===== config.mk =====
export PLATFORM = sky130hd
export DESIGN_NAME = id_ex_ctrl
export DESIGN_NICKNAME = d
export VERILOG_FILES = /design/src/rtl/riscv_ctrl_pkg.sv /design/src/rtl/id_decode.sv /design/src/rtl/id_ex_ctrl.sv
export SDC_FILE = /design/constraint.sdc
export NUM_CORES = 1
export LEC_CHECK = 0
export ABC_AREA = 1
export CAP_MARGIN = 5
export CORE_ASPECT_RATIO = 1.4
export CORE_MARGIN = 2
export CORE_UTILIZATION = 37
export DETAILED_ROUTE_END_ITERATION = 16
export MAX_ROUTING_LAYER = met4
export PLACE_DENSITY = 0.81
export SKIP_LAST_GASP = 1
export SYNTH_ARGS = -nofsm -noshare
export SYNTH_HDL_FRONTEND = slang
export SYNTH_SLANG_ARGS = --single-unit

===== constraint.sdc =====
create_clock -name clk -period 1.08 [get_ports clk]
set_input_delay 0.162 -clock clk [delete_from_list [all_inputs] [get_ports clk]]
set_output_delay 0.162 -clock clk [all_outputs]
set_load 0.1 [all_outputs]

===== src/rtl/riscv_ctrl_pkg.sv =====
// Shared control encodings for the RV32I pipeline: opcodes, ALU codes, mux selects, E-stage bundle.
// The ALU imports alu_op_e from here so that decode and execute agree on one code map.
package riscv_ctrl_pkg;

  localparam int ALU_W = 4;

  localparam logic [6:0] OP_R      = 7'b0110011;
  localparam logic [6:0] OP_I      = 7'b0010011;
  localparam logic [6:0] OP_LOAD   = 7'b0000011;
  localparam logic [6:0] OP_STORE  = 7'b0100011;
  localparam logic [6:0] OP_BRANCH = 7'b1100011;
  localparam logic [6:0] OP_JAL    = 7'b1101111;
  localparam logic [6:0] OP_JALR   = 7'b1100111;
  localparam logic [6:0] OP_LUI    = 7'b0110111;
  localparam logic [6:0] OP_AUIPC  = 7'b0010111;

  typedef enum logic [ALU_W-1:0] {
    ALU_ADD  = 4'b0000, ALU_SUB  = 4'b0001, ALU_AND  = 4'b0010, ALU_OR   = 4'b0011,
    ALU_SLTU = 4'b0100, ALU_SLT  = 4'b0101, ALU_XOR  = 4'b0110, ALU_SLL  = 4'b0111,
    ALU_SRL  = 4'b1000, ALU_SRA  = 4'b1001, ALU_BEQ  = 4'b1010, ALU_BNE  = 4'b1011,
    ALU_BLT  = 4'b1100, ALU_BGE  = 4'b1101, ALU_BLTU = 4'b1110, ALU_BGEU = 4'b1111
  } alu_op_e;

  typedef enum logic [2:0] {
    IMM_I = 3'b000, IMM_S = 3'b001, IMM_B = 3'b010, IMM_J = 3'b011, IMM_U = 3'b100
  } imm_src_e;

  typedef enum logic [1:0] {
    SRCA_RS1 = 2'b00, SRCA_ZERO = 2'b01, SRCA_PC = 2'b10
  } src_a_sel_e;

  typedef enum logic [1:0] {
    RES_ALU = 2'b00, RES_MEM = 2'b01, RES_PC4 = 2'b10
  } result_src_e;

  typedef struct packed {
    alu_op_e     alu_control;
    src_a_sel_e  src_a_sel;
    logic        alu_src;
    logic        reg_write;
    logic        mem_write;
    result_src_e result_src;
    logic        branch;
    logic        jump;
    logic [4:0]  rs1;
    logic [4:0]  rs2;
    logic [4:0]  rd;
    logic [2:0]  funct3;
    logic        illegal;
    logic        valid;
  } ctrl_t;

  localparam ctrl_t CTRL_BUBBLE = '0;

  // funct3 -> ALU op for R-type and I-ALU; alt selects sub/sra.
  function automatic alu_op_e alu_from_funct3(input logic [2:0] funct3, input logic alt);
    case (funct3)
      3'b000:  return alt ? ALU_SUB : ALU_ADD;
      3'b001:  return ALU_SLL;
      3'b010:  return ALU_SLT;
      3'b011:  return ALU_SLTU;
      3'b100:  return ALU_XOR;
      3'b101:  return alt ? ALU_SRA : ALU_SRL;
      3'b110:  return ALU_OR;
      default: return ALU_AND;
    endcase
  endfunction

endpackage


===== src/rtl/id_decode.sv =====
// Combinational RV32I instruction -> control decoder feeding the ID/EX register.
module id_decode
  import riscv_ctrl_pkg::*;
(
  input  logic [31:0] instr,
  output ctrl_t       ctrl,
  output logic [2:0]  imm_src
);

  logic [6:0] opcode;
  logic [2:0] funct3;
  logic [6:0] funct7;
  logic       legal;

  assign opcode = instr[6:0];
  assign funct3 = instr[14:12];
  assign funct7 = instr[31:25];

  always_comb begin
    ctrl        = CTRL_BUBBLE;
    imm_src     = IMM_I;
    legal       = 1'b0;
    ctrl.rs1    = instr[19:15];
    ctrl.rs2    = instr[24:20];
    ctrl.rd     = instr[11:7];
    ctrl.funct3 = funct3;
    ctrl.valid  = 1'b1;

    case (opcode)
      OP_R: begin
        legal = (funct7 == 7'b0000000) ||
                (funct7 == 7'b0100000 && (funct3 == 3'b000 || funct3 == 3'b101));
        ctrl.alu_control = alu_from_funct3(funct3, funct7[5]);
        ctrl.reg_write   = 1'b1;
      end
      OP_I: begin
        // Only shifts constrain imm[11:5]; addi never becomes sub.
        if (funct3 == 3'b001)
          legal = (funct7 == 7'b0000000);
        else if (funct3 == 3'b101)
          legal = (funct7 == 7'b0000000) || (funct7 == 7'b0100000);
        else
          legal = 1'b1;
        ctrl.alu_control = alu_from_funct3(funct3, funct3 == 3'b101 && funct7[5]);
        ctrl.alu_src     = 1'b1;
        ctrl.reg_write   = 1'b1;
      end
      OP_LOAD: begin
        legal = funct3 inside {3'b000, 3'b001, 3'b010, 3'b100, 3'b101};
        ctrl.alu_src    = 1'b1;
        ctrl.result_src = RES_MEM;
        ctrl.reg_write  = 1'b1;
      end
      OP_STORE: begin
        legal = funct3 inside {3'b000, 3'b001, 3'b010};
        ctrl.alu_src   = 1'b1;
        ctrl.mem_write = 1'b1;
        imm_src        = IMM_S;
      end
      OP_BRANCH: begin
        legal = !(funct3 inside {3'b010, 3'b011});
        case (funct3)
          3'b000:  ctrl.alu_control = ALU_BEQ;
          3'b001:  ctrl.alu_control = ALU_BNE;
          3'b100:  ctrl.alu_control = ALU_BLT;
          3'b101:  ctrl.alu_control = ALU_BGE;
          3'b110:  ctrl.alu_control = ALU_BLTU;
          3'b111:  ctrl.alu_control = ALU_BGEU;
          default: ctrl.alu_control = ALU_ADD;
        endcase
        ctrl.branch = 1'b1;
        imm_src     = IMM_B;
      end
      OP_JAL: begin
        legal           = 1'b1;
        ctrl.jump       = 1'b1;
        ctrl.reg_write  = 1'b1;
        ctrl.result_src = RES_PC4;
        imm_src         = IMM_J;
      end
      OP_JALR: begin
        legal           = (funct3 == 3'b000);
        ctrl.jump       = 1'b1;
        ctrl.alu_src    = 1'b1;
        ctrl.reg_write  = 1'b1;
        ctrl.result_src = RES_PC4;
      end
      OP_LUI: begin
        legal          = 1'b1;
        ctrl.src_a_sel = SRCA_ZERO;
        ctrl.alu_src   = 1'b1;
        ctrl.reg_write = 1'b1;
        imm_src        = IMM_U;
      end
      OP_AUIPC: begin
        legal          = 1'b1;
        ctrl.src_a_sel = SRCA_PC;
        ctrl.alu_src   = 1'b1;
        ctrl.reg_write = 1'b1;
        imm_src        = IMM_U;
      end
      default: legal = 1'b0;
    endcase

    // Illegal encodings must never change architectural state downstream.
    if (!legal) begin
      ctrl.illegal     = 1'b1;
      ctrl.reg_write   = 1'b0;
      ctrl.mem_write   = 1'b0;
      ctrl.branch      = 1'b0;
      ctrl.jump        = 1'b0;
      ctrl.alu_control = ALU_ADD;
    end

    if (ctrl.rd == 5'd0)
      ctrl.reg_write = 1'b0;
  end

endmodule


===== src/rtl/id_ex_ctrl.sv =====
// Decode control unit plus ID/EX pipeline register with stall/flush/bubble handling.
// Optional illegal-instruction counter output enabled by IDEX_ILLEGAL_CNT_EN.
module id_ex_ctrl
  import riscv_ctrl_pkg::*;
(
  input  logic        clk,
  input  logic        rst,
  input  logic [31:0] InstrD,
  input  logic        ValidD,
  input  logic        StallE,
  input  logic        FlushE,
  output logic [2:0]  ImmSrcD,
  output logic [3:0]  ALUControlE,
  output logic [1:0]  SrcASelE,
  output logic        ALUSrcE,
  output logic        RegWriteE,
  output logic        MemWriteE,
  output logic [1:0]  ResultSrcE,
  output logic        BranchE,
  output logic        JumpE,
  output logic [4:0]  Rs1E,
  output logic [4:0]  Rs2E,
  output logic [4:0]  RdE,
  output logic [2:0]  Funct3E,
  output logic        IllegalE,
  output logic        ValidE
`ifdef IDEX_ILLEGAL_CNT_EN
  ,
  output logic [7:0]  IllegalCnt
`endif
);

  ctrl_t dec_ctrl;
  ctrl_t e_reg;

  id_decode u_decode (
    .instr   (InstrD),
    .ctrl    (dec_ctrl),
    .imm_src (ImmSrcD)
  );

  // Flush outranks stall; an empty D slot loads a bubble rather than its decode.
  always_ff @(posedge clk) begin
    if (rst)
      e_reg <= CTRL_BUBBLE;
    else if (FlushE)
      e_reg <= CTRL_BUBBLE;
    else if (!StallE)
      e_reg <= ValidD ? dec_ctrl : CTRL_BUBBLE;
  end

  assign ALUControlE = e_reg.alu_control;
  assign SrcASelE    = e_reg.src_a_sel;
  assign ALUSrcE     = e_reg.alu_src;
  assign RegWriteE   = e_reg.reg_write;
  assign MemWriteE   = e_reg.mem_write;
  assign ResultSrcE  = e_reg.result_src;
  assign BranchE     = e_reg.branch;
  assign JumpE       = e_reg.jump;
  assign Rs1E        = e_reg.rs1;
  assign Rs2E        = e_reg.rs2;
  assign RdE         = e_reg.rd;
  assign Funct3E     = e_reg.funct3;
  assign IllegalE    = e_reg.illegal;
  assign ValidE      = e_reg.valid;

`ifdef IDEX_ILLEGAL_CNT_EN
  logic [7:0] cnt_reg;

  always_ff @(posedge clk) begin
    if (rst)
      cnt_reg <= '0;
    else if (!FlushE && !StallE && ValidD && dec_ctrl.illegal && cnt_reg != 8'hFF)
      cnt_reg <= cnt_reg + 8'd1;
  end

  assign IllegalCnt = cnt_reg;
`endif

endmodule


Yosys cells after proc, flatten, opt, wreduce, memory -nomap -nowiden --
Index checks and enable logic that the tools add are counted. Widths: inputs -> output; s select.
Storage, ports and cells: register bits after elaboration 33, memory bits (writable) 0, input bits 37, bits in read-only memories 0, memories kept 0, output and inout bits 36, bits in latches 0, logic and storage cells 74
Operators by class: div/mod/pow operators 0, reduce and logical (&&, ||, !) cells 18, shift-type cells 0, $mul 0, add/subtract/negate cells 0, equality and inequality tests 17, magnitude comparators 0, muxes and demuxes 25, bitwise operators 0
Operators with widths (count):
- $pmux 4 s7 | 2
- $mux 33 | 1
- $eq 7x6->1 const B | 4
- $pmux 4 s6 | 1
- $eq 7x7->1 const B | 3
- $eq 7x5->1 const B | 2
- $mux 1 | 13
- $eq 3x3->1 const B | 4
- $pmux 3 s4 | 1
- $pmux 4 s3 | 1
- $pmux 2 s2 | 2
- $eq 7x2->1 const B | 1
- $logic_not 7->1 | 1
- $pmux 1 s7 | 1
- $reduce_or 7->1 | 1
- $eq 3x2->1 const B | 2
- $reduce_or 2->1 | 3
- $reduce_or 6->1 | 1
- $logic_not 5->1 | 1
- $reduce_bool 5->1 | 1
- $mux 2 | 2
- $mux 4 | 1
- $eq 3x1->1 const B | 1
- $logic_not 3->1 | 1
- other kinds (6) | 9

Logic depth before layout (Yosys ltp) --
depth in word-level cells 8, mapped depth 11, depth with buffers taken out 11

By module --
A second synthesis with hierarchy kept.
Second synthesis, totals: cell total of the unflattened synthesis 284, area total of the unflattened synthesis 2018.2 um2
Modules (own cells, without submodules):
- id_ex_ctrl | sequential area each 660.6 um2, times used 1, cells an instance 149, area each 1351.3 um2
- id_decode | sequential area each 0.0 um2, times used 1, cells an instance 135, area each 666.9 um2

Worst setup path before layout --
No wires, ideal clock.
path type input to output, start input port InstrD[1], end output port ImmSrcD[0], cell stages on the path 4, slack -1817 ps, data required time 918 ps, data arrival time 2735 ps, path buffers 0, cell sequence nand2_2 -> nor3_4 -> nand2_1 -> o21ai_0
On the way: cells in the longest elaborated chain, start to end 3, elaborated cells between the ends (all ways) 7, classes of those cells eq/ne (5); mux (1); reduce/logical (1)
Ends and longest elaborated chain:
- start: declaration | line id_ex_ctrl.sv:8 | input logic [31:0] InstrD,
- $eq 7x6->1 / $eq 7x5->1 (equally long branches) | line id_decode.sv:29 | case (opcode)
- $reduce_or 2->1 (no source line)
- $pmux 3 s4 * | line id_decode.sv:29
- end: declaration | line id_ex_ctrl.sv:12 | output logic [2:0] ImmSrcD,
Every way passes the cells marked *; elsewhere a longest branch is shown, timed or not.

Worst setup path after layout --
start input port InstrD[0], end register e_reg, in the netlist ALUControlE[3]
On the way: cells in the longest elaborated chain, start to end 5, elaborated cells between the ends (all ways) 14, classes of those cells eq/ne (9); mux (4); reduce/logical (1)
Ends and longest elaborated chain:
- $eq 7x7->1, or another cell as far along | line id_decode.sv:29
- $reduce_or 3->1 (no source line)
- $pmux 1 s7 | line id_decode.sv:29
- $mux 4 * | line id_decode.sv:106 | if (!legal) begin
- $mux 33 * | line id_ex_ctrl.sv:49 | e_reg <= ValidD ? dec_ctrl : CTRL_BUBBLE;
- end signal: assignment | line id_ex_ctrl.sv:49
- end: declaration | line id_ex_ctrl.sv:34 | ctrl_t e_reg;
Marks and branches as above. A chain may end at the register's enable or synchronous reset.

==> metrics <==
status=finished, violations left; failing checks=negative setup slack; Die X=59.6 microns; dominant cell by count in the synthesized netlist=nand2_1; Int Pwr=1990 uW; total net switching power=809 uW; Final Max Slew Viols=0; Post-route DRC=0; Final Cycle Share=123%; Synth Cell Area=1600 sq um; register bit total from synthesis=33; Seq/Total Area, Yosys=41.2%; largest net degree at the start of global routing=34; Mapped Nets=276; Post-synth EDFFs=0; worst-margin pin slew=0.287 ns; post-DP HPWL=4260 microns; syn avg cell area=6.71 sq um; final hold violations=0; port buffer count=72; Slowest-stage cell, CP=nor3_4; cell taking the most area after synthesis=dfxtp_1; f_max=0.750 GHz; Net Sw Frac=28.9%; Lkg Pwr=0.00138 uW; post-layout util=79.6%; first-pass GRT wire length=8930 microns; setup TNS=-1.45 ns; Crit. End Element=register; slowest cell delay on critical path=0.23 ns; via/cell ratio=5.41; Top Ports=73; Setup Skew=0 ns; RSZ-0062 raised after global routing=yes; DRT antenna net count=0; worst setup margin=-0.252 ns; Layout area overhead=109%; DRT iter0 DRCs=117; Core Area=4200 sq um; Clk pin slew, worst setup/hold paths=0.06 ns; Root Buffer=clkbuf_8; Final setup viols=11; synthesized netlist cell count=239; Crit Path Class=primary input to register; GP Congestion=0.896; crit-path cells=buf_6 > nand2_4 > nor3_4 > buf_12 > buf_8 > nand2_8 > nor2_4 > a21oi_4 > nand2_4 > nand3_2 > a21oi_2; Reg power frac=44.8%; die area=4880 sq um; Comb pwr share=23.8%; Vias=2,131; WL/cell=16.0 microns; overall routed net length=6300 microns; ANT cells=0; Die Y=81.9 microns; PwrDens=836 nW/um^2; WP data required=1.29 ns; Synth Flop Type=dfxtp_1; share of cells above drive strength 1=51.0%; top cell type's share of synthesized area=41.2%; main area contributors after synthesis=dfxtp_1 (41%), nand2_1 (19%), a21oi_1 (12%), nand3_1 (5.6%), nor2_1 (3.0%); Layout fillers=261; Post-synth ARST share=0%; yosys warns=0; clk sink count=33; peak supply drop=0.450 mV; H-tree levels=2; clock network power share=31.4%; Synth cell types=24; Longest Clk Path Bufs=2; initial antenna violation count=0; Worst path most repeated cell=nand2_4; worst-skew pair later-pin latency=0.28 ns; Starting Density=38.1%; row count=28; commonest cells in the netlist=nand2_1 (82), a21oi_1 (37), dfxtp_1 (33); vias in the first global route=2,048; relative slew slack=80.7%; Remaining Overflow, GRT=0; Hold Path Class=primary input to register; total CTS buffers=5; Total GRT Usage=25.0%; post-route minimum period=1.33 ns; CTS tree=done; total of max-cap violations=0; startpoint types=primary input; CP max FO=6; nets@finish=385; Initial DRT Pass Iterations=5; Worst Path Arrival=1.54 ns
critical path, delay by kind of cell:
family          cells  cell delay, ns
buf+inv             3            0.35
simple gates        6            0.77
compound gates      2            0.25
final timing paths:
kind / startpoint / endpoint / slack, ns / cells past startpoint
worst max-delay path: InstrD[0] / ALUControlE[3] / -0.25 / 11
worst min-delay path: InstrD[4] / ALUSrcE / 0.32 / 4
worst max register to register: Funct3E[2] / Funct3E[2] / 0.40 / 2
worst min register to register: RdE[4] / RdE[4] / 0.48 / 2
layout by cell type, fill, tap and decap left out, types with 2 or more instances in the layout:
cell | Yosys | routed
nand2_1 | 82 | 74
buf_12 | 0 | 38
buf_4 | 0 | 35
dfxtp_2 | 0 | 33
a21oi_1 | 37 | 27
clkdlybuf4s50_1 | 0 | 17
nand3_1 | 18 | 11
nor2_1 | 13 | 10
nand3_2 | 2 | 9
a21oi_2 | 1 | 9
inv_2 | 3 | 7
o21ai_0 | 9 | 7
nand2_4 | 2 | 6
nand2_2 | 4 | 6
buf_6 | 0 | 6
inv_1 | 11 | 5
clkbuf_8 | 0 | 5
clkdlybuf4s15_1 | 0 | 5
nor2_2 | 3 | 4
buf_2 | 3 | 4
nor2_4 | 1 | 3
clkbuf_1 | 8 | 3
dlygate4sd2_1 | 0 | 3
nand2_8 | 0 | 2
inv_4 | 0 | 2
a21oi_4 | 0 | 2
dlymetal6s2s_1 | 0 | 2
clkdlybuf4s15_2 | 0 | 2
kinds of logic (layout without fill, tap and decap cells):
group | count (synthesis) | after routing | share of synthesized area (%)
AO/OA/AOI/OAI | 48 | 48 | 15.3
buffers and inverters | 27 | 137 | 6.56
flip-flops | 33 | 33 | 41.2
AND/OR/NAND/NOR | 131 | 131 | 36.9
cell type report:
type                    count  area (sq um)  share of cell area (%)
multi-input cells         179          1020                    30.5
well taps                  45          56.3                    1.68
inverters                  16          68.8                    2.06
flip-flops and latches     33           702                    21.0
clock buffers               8          80.1                    2.39
repair buffers            113          1420                    42.4
repair_timing:
action	4_1_cts	5_1_grt
pin swaps	17	21
buffers inserted	6	0
setup endpoints to repair	28	27
gates resized for setup	68	31
hold buffers	0	0
metal layers:
| metal | wire length [microns] | part of all wire (%) | vias to the layer above | global-route usage, % |
|---|---|---|---|---|
| met5 | 0 | 0 | - | - |
| met4 | 359 | 5.7 | 0 | 16.2 |
| met3 | 363 | 5.8 | 39 | 2.83 |
| met2 | 3450 | 55 | 124 | 46.7 |
| met1 | 2120 | 34 | 978 | 23.4 |
| li1 | - | - | 990 | - |
flip-flops by register name (all words and copies together), names as in the netlist, 2 cells and up:
register	count
ALUControlE	4
Funct3E	3
RdE	5
ResultSrcE	2
Rs1E	5
Rs2E	5
SrcASelE	2
stage by stage:
step                total power [uW]  instance area, sq um  std cells  setup WS [ns]  hold slack [ns]
floorplan                       1550                  1690        239         -0.318            0.298
CTS                             2790                  3240        394         -0.141            0.309
global placement                1890                  3070        380         -0.634            0.463
global route                    2890                  3350        394         -0.307            0.328
finish                          2800                  3350        394         -0.252            0.317
detailed placement              1900                  3070        380         -0.744            0.476
power groups by stage:
stage	clock, uW	sequential, uW	combinational [uW]
detailed placement	0	1280	624
global placement	0	1280	611
CTS	905	1250	636
global route	936	1250	704
finish	879	1250	667
floorplan	0	1390	163
(Power assumes the default switching activity.)
